[src/rtl/uart_tx.sv]
// UART transmitter fed by a fifo_sync read port: start bit, DATA_WIDTH bits LSB first,
// optional even parity (define UART_TX_PARITY_EN), one stop bit.
module uart_tx #(
  parameter int CLKS_PER_BIT = 868,
  parameter int DATA_WIDTH   = 8
) (
  input  logic                  i_clk,
  input  logic                  i_rstn,
  input  logic                  i_enable,
  input  logic                  i_fifo_empty,
  output logic                  o_fifo_rd,
  input  logic [DATA_WIDTH-1:0] i_fifo_dout,
  output logic                  o_tx,
  output logic                  o_busy,
  output logic                  o_done
);

  localparam int CW = (CLKS_PER_BIT > 1) ? $clog2(CLKS_PER_BIT) : 1;
  localparam int IW = (DATA_WIDTH > 1) ? $clog2(DATA_WIDTH) : 1;
  localparam logic [CW-1:0] BAUD_LAST = CW'(CLKS_PER_BIT - 1);
  localparam logic [IW-1:0] BIT_LAST  = IW'(DATA_WIDTH - 1);

`ifdef UART_TX_PARITY_EN
  typedef enum logic [2:0] {
    IDLE = 3'd0, FETCH = 3'd1, LOAD = 3'd2, START = 3'd3,
    DATA = 3'd4, PARITY = 3'd5, STOP = 3'd6
  } state_t;
`else
  typedef enum logic [2:0] {
    IDLE = 3'd0, FETCH = 3'd1, LOAD = 3'd2, START = 3'd3,
    DATA = 3'd4, STOP = 3'd6
  } state_t;
`endif

  state_t                state_reg, state_next;
  logic [CW-1:0]         baud_reg, baud_next;
  logic [IW-1:0]         bit_reg, bit_next;
  logic [DATA_WIDTH-1:0] shift_reg, shift_next;
  logic                  tx_reg, tx_next;
`ifdef UART_TX_PARITY_EN
  logic                  parity_reg, parity_next;
`endif
  logic                  bit_end;

  always_ff @(posedge i_clk) begin
    if (!i_rstn) begin
      state_reg <= IDLE;
      baud_reg  <= '0;
      bit_reg   <= '0;
      shift_reg <= '0;
      tx_reg    <= 1'b1;
`ifdef UART_TX_PARITY_EN
      parity_reg <= 1'b0;
`endif
    end else begin
      state_reg <= state_next;
      baud_reg  <= baud_next;
      bit_reg   <= bit_next;
      shift_reg <= shift_next;
      tx_reg    <= tx_next;
`ifdef UART_TX_PARITY_EN
      parity_reg <= parity_next;
`endif
    end
  end

  assign bit_end = (baud_reg == BAUD_LAST);

  always_comb begin
    state_next = state_reg;
    baud_next  = baud_reg;
    bit_next   = bit_reg;
    shift_next = shift_reg;
    tx_next    = 1'b1;
`ifdef UART_TX_PARITY_EN
    parity_next = parity_reg;
`endif
    case (state_reg)
      IDLE: begin
        if (i_enable && !i_fifo_empty) state_next = FETCH;
      end
      FETCH: state_next = LOAD;
      LOAD: begin
        // fifo data is valid here, one cycle after the read strobe
        shift_next = i_fifo_dout;
        baud_next  = '0;
        bit_next   = '0;
`ifdef UART_TX_PARITY_EN
        parity_next = ^i_fifo_dout;
`endif
        state_next = START;
      end
      START: begin
        if (bit_end) begin
          baud_next  = '0;
          state_next = DATA;
        end else begin
          baud_next = baud_reg + 1'b1;
        end
      end
      DATA: begin
        if (bit_end) begin
          baud_next  = '0;
          shift_next = shift_reg >> 1;
          if (bit_reg == BIT_LAST) begin
            bit_next = '0;
`ifdef UART_TX_PARITY_EN
            state_next = PARITY;
`else
            state_next = STOP;
`endif
          end else begin
            bit_next = bit_reg + 1'b1;
          end
        end else begin
          baud_next = baud_reg + 1'b1;
        end
      end
`ifdef UART_TX_PARITY_EN
      PARITY: begin
        if (bit_end) begin
          baud_next  = '0;
          state_next = STOP;
        end else begin
          baud_next = baud_reg + 1'b1;
        end
      end
`endif
      STOP: begin
        if (bit_end) begin
          baud_next  = '0;
          state_next = (i_enable && !i_fifo_empty) ? FETCH : IDLE;
        end else begin
          baud_next = baud_reg + 1'b1;
        end
      end
      default: state_next = IDLE;
    endcase

    // line level is registered from the upcoming state so START appears right after LOAD
    case (state_next)
      START:   tx_next = 1'b0;
      DATA:    tx_next = shift_next[0];
`ifdef UART_TX_PARITY_EN
      PARITY:  tx_next = parity_next;
`endif
      default: tx_next = 1'b1;
    endcase
  end

  assign o_tx      = tx_reg;
  assign o_fifo_rd = (state_reg == FETCH);
  assign o_busy    = (state_reg != IDLE);
  assign o_done    = (state_reg == STOP) && bit_end;

endmodule

[config.mk]
export PLATFORM = sky130hd
export DESIGN_NAME = uart_tx
export DESIGN_NICKNAME = d
export VERILOG_FILES = /design/src/rtl/uart_tx.sv
export SDC_FILE = /design/constraint.sdc
export NUM_CORES = 1
export LEC_CHECK = 0
export CORE_UTILIZATION = 49
export CTS_CLUSTER_DIAMETER = 30
export DETAILED_ROUTE_END_ITERATION = 12
export PLACE_DENSITY = 0.75
export SETUP_SLACK_MARGIN = 0.2
export SKIP_LAST_GASP = 1
export SLEW_MARGIN = 20
export SYNTH_ARGS = -nofsm -noshare
export SYNTH_HDL_FRONTEND = slang
export SYNTH_SLANG_ARGS = --single-unit
[constraint.sdc]
create_clock -name i_clk -period 1.8 [get_ports i_clk]
set_input_delay 0.36 -clock i_clk [delete_from_list [all_inputs] [get_ports i_clk]]
set_output_delay 0.36 -clock i_clk [all_outputs]
set_load 0.005 [all_outputs]
==> results.py <==
metrics = {
    "synthesis": {
        "netlist_area_um2": 1340,
        "synth_fa_ha_area_share_pct": 2.80,
        "synth_ff_type": "dfxtp_1",
        "syn_nets": 168,
        "ys_seq_area_share_pct": 37.3,
        "synth-compound-area-share_pct": 22.7,
        "ys_ff_latch": 25,
        "synth.area.top_cells": "dfxtp_1, a21boi_0, nand2_1, a22oi_1, nor2_1",
        "synth_warnings": 0,
        "synth-simple-area-share_pct": 28.4,
        "synth.distinct_cells": 45,
        "synth_cells": 153,
        "synthMuxAreaShare_pct": 2.24,
        "synthXorXnorAreaFrac_pct": 3.91,
        "syn_avg_cell_area_um2": 8.77,
        "synth_edf_count": 0,
        "synth_top_area_cell": "dfxtp_1",
        "synth_top_family_by_area": "simple AND/OR/NAND/NOR gates",
        "async_flop_share_pct": 0,
        "synth_top_area_share_pct": 37.3,
    },
    "finish": {
        "area_growth_pct": 43.4,
        "largest_reg_flops": 10,
        "fin_util_pct": 76.3,
        "layout.nets": 219,
        "final_common_cell": "buf_4",
        "fillers": 186,
        "diodes": 0,
        "layout_common_cells": "buf_4, dfxtp_1, nand2_1",
        "drive_gt1_share_pct": 36.9,
        "stdcell_area_um2": 1930,
    },
    "detailed_routing": {
        "antenna_left": 0,
        "via_per_inst": 5.73,
        "drcViolationCount": 0,
        "wl_um": 3460,
        "vias": 1336,
        "drt-pass1-iter-count": 4,
        "wl_per_cell_um": 14.9,
        "drtIter0Drc": 18,
    },
    "global_routing": {
        "grt_max_degree": 14,
        "grt_pass1_vias": 1261,
        "grt_overflow": 0,
        "grt_pass1_wl_um": 5180,
        "antenna_found_initial": 0,
        "grt_usage_pct": 24.1,
    },
    "cts": {
        "clkTransAtPathRegs_ps": 130,
        "clk_latency_ps": 320,
        "cts-buffers-inserted": 3,
        "clkSinkCount": 25,
        "clock_path_buffers": 2,
        "cts_root_buffer": "clkbuf_4",
        "tritoncts": "done",
        "htree_levels": 1,
    },
    "floorplanning": {
        "ios": 16,
        "design.core.area_um2": 2520,
        "core.rowCount": 18,
        "initial_core_util_pct": 53.2,
        "die_y_um": 54.3,
        "dieWidth_um": 54.3,
        "dieArea_um2": 2950,
    },
    "place": {
        "port_buffers": 15,
        "placed_area_um2": 1730,
        "gp_congestion": 0.863,
        "dp_hpwl_um": 2280,
        "post-place-ws_ps": -238,
    },
    "worst_setup_path": {
        "worstPathRequired_ps": 2020,
        "startpoint_type": "flip-flop",
        "critPathKind": "flip-flop to flip-flop",
        "critPathMaxFanout": 4,
        "crit_arrival_ps": 2230,
        "end_kind": "flip-flop",
    },
    "sta": {
        "fin_ws_ps": -209,
        "fmax_ghz": 0.498,
        "worstMarginPinSlew_ps": 472,
        "grt_setup_unrepaired": "yes",
        "finalCriticalPeriod_ps": 2010,
        "finalSetupViolCount": 24,
        "finalHoldViolations": 0,
        "skew_ps": 4.81,
        "drv_slew": 0,
        "setup-tns-final_ps": -2900,
        "period_share_pct": 112,
        "relSlewSlack_pct": 68.1,
    },
    "status": {
        "violations": "negative setup slack",
        "status": "complete, but fails checks",
    },
    "power": {
        "ir_drop_v": 0.000444,
        "p_leak_nw": 0.779,
        "power-per-cell-area_nw_per_um2": 587,
    },
    "job": {
        "drv_cap": 0,
    },
    "min_path": {
        "hold_path_class": "flip-flop to flip-flop",
    },
}
-- power breakdown --
| group | internal, mW | switching, mW | total, mW |
|---|---|---|---|
| clock network | 0.0867 | 0.164 | 0.250 |
| registers | 0.582 | 0.0206 | 0.603 |
| logic | 0.143 | 0.134 | 0.277 |
| total | 0.812 | 0.318 | 1.13 |
-- per-stage QoR --
step                power (mW)  hold WS [ps]  std cells
finish                    1.13           477        233
global route              1.18           499        233
global placement         0.860           448        220
CTS                       1.13           477        230
floorplan                0.755           440        153
detailed placement       0.868           459        220
-- synthesized netlist by cell type, types with 2 or more instances --
cell       instances
dfxtp_1           25
nand2_1           16
nor2_1            12
a21boi_0           9
a21oi_1            8
a22oi_1            7
nand2b_1           5
nand3_1            5
nor2b_1            5
clkbuf_1           4
o21ai_0            4
xor2_1             4
and2_1             3
and3_1             3
ha_1               3
mux2i_1            3
nand4_1            3
a2bb2oi_1          2
a31oi_1            2
inv_1              2
o22ai_1            2
or3_1              2
xnor2_1            2
-- layout make-up --
class	count	area (um2)	area share, %
Tap cell	30	37.5	1.95
Clock buffer	4	26.3	1.36
Multi-Input combinational cell	120	897	46.6
Sequential cell	25	514	26.7
Inverter	2	7.51	0.390
Timing Repair Buffer	52	443	23.0
-- cells by family after synthesis --
family | count (synthesis)
DFF | 25
buffers and inverters | 8
muxes | 3
adders and majority gates | 3
and+or+nand+nor | 65
AOI/OAI and AO/OA | 43
xor gates and xnor gates | 6
-- per-layer routing --
metal / vias to the layer above / GRT usage, % / part of all wire, %
li1: 661 / - / -
met1: 651 / 28.4 / 45
met2: 18 / 43.3 / 51
met3: 6 / 3.33 / 1.9
met4: 0 / 9.83 / 1.6
met5: - / 0 / 0
-- path summary, 6_finish.rpt --
| path | from | to | slack (ps) | cells past startpoint |
|---|---|---|---|---|
| max | baud_reg[1] | baud_reg[8] | -210 | 8 |
| max reg2reg | baud_reg[1] | baud_reg[8] | -210 | 8 |
| min | shift_reg[3] | shift_reg[3] | 480 | 2 |
| min reg2reg | shift_reg[3] | shift_reg[3] | 480 | 2 |
-- critical path, cell delays in order, from the launching register on --
cell      delay, ps
dfxtp_2         380
ha_4            140
or4b_4          500
nor3_4          230
buf_6           160
buf_6           110
o311ai_0        170
nand2_1         170
a21oi_2          60
-- repair_timing --
| action | in CTS | in global routing |
|---|---|---|
| setup endpoints to repair | 28 | 27 |
| hold buffers | 0 | 0 |
| pin swaps | 16 | 4 |
| resized for setup | 34 | 11 |
| setup buffers | 6 | 3 |
Power figures use the tool's default switching activity.
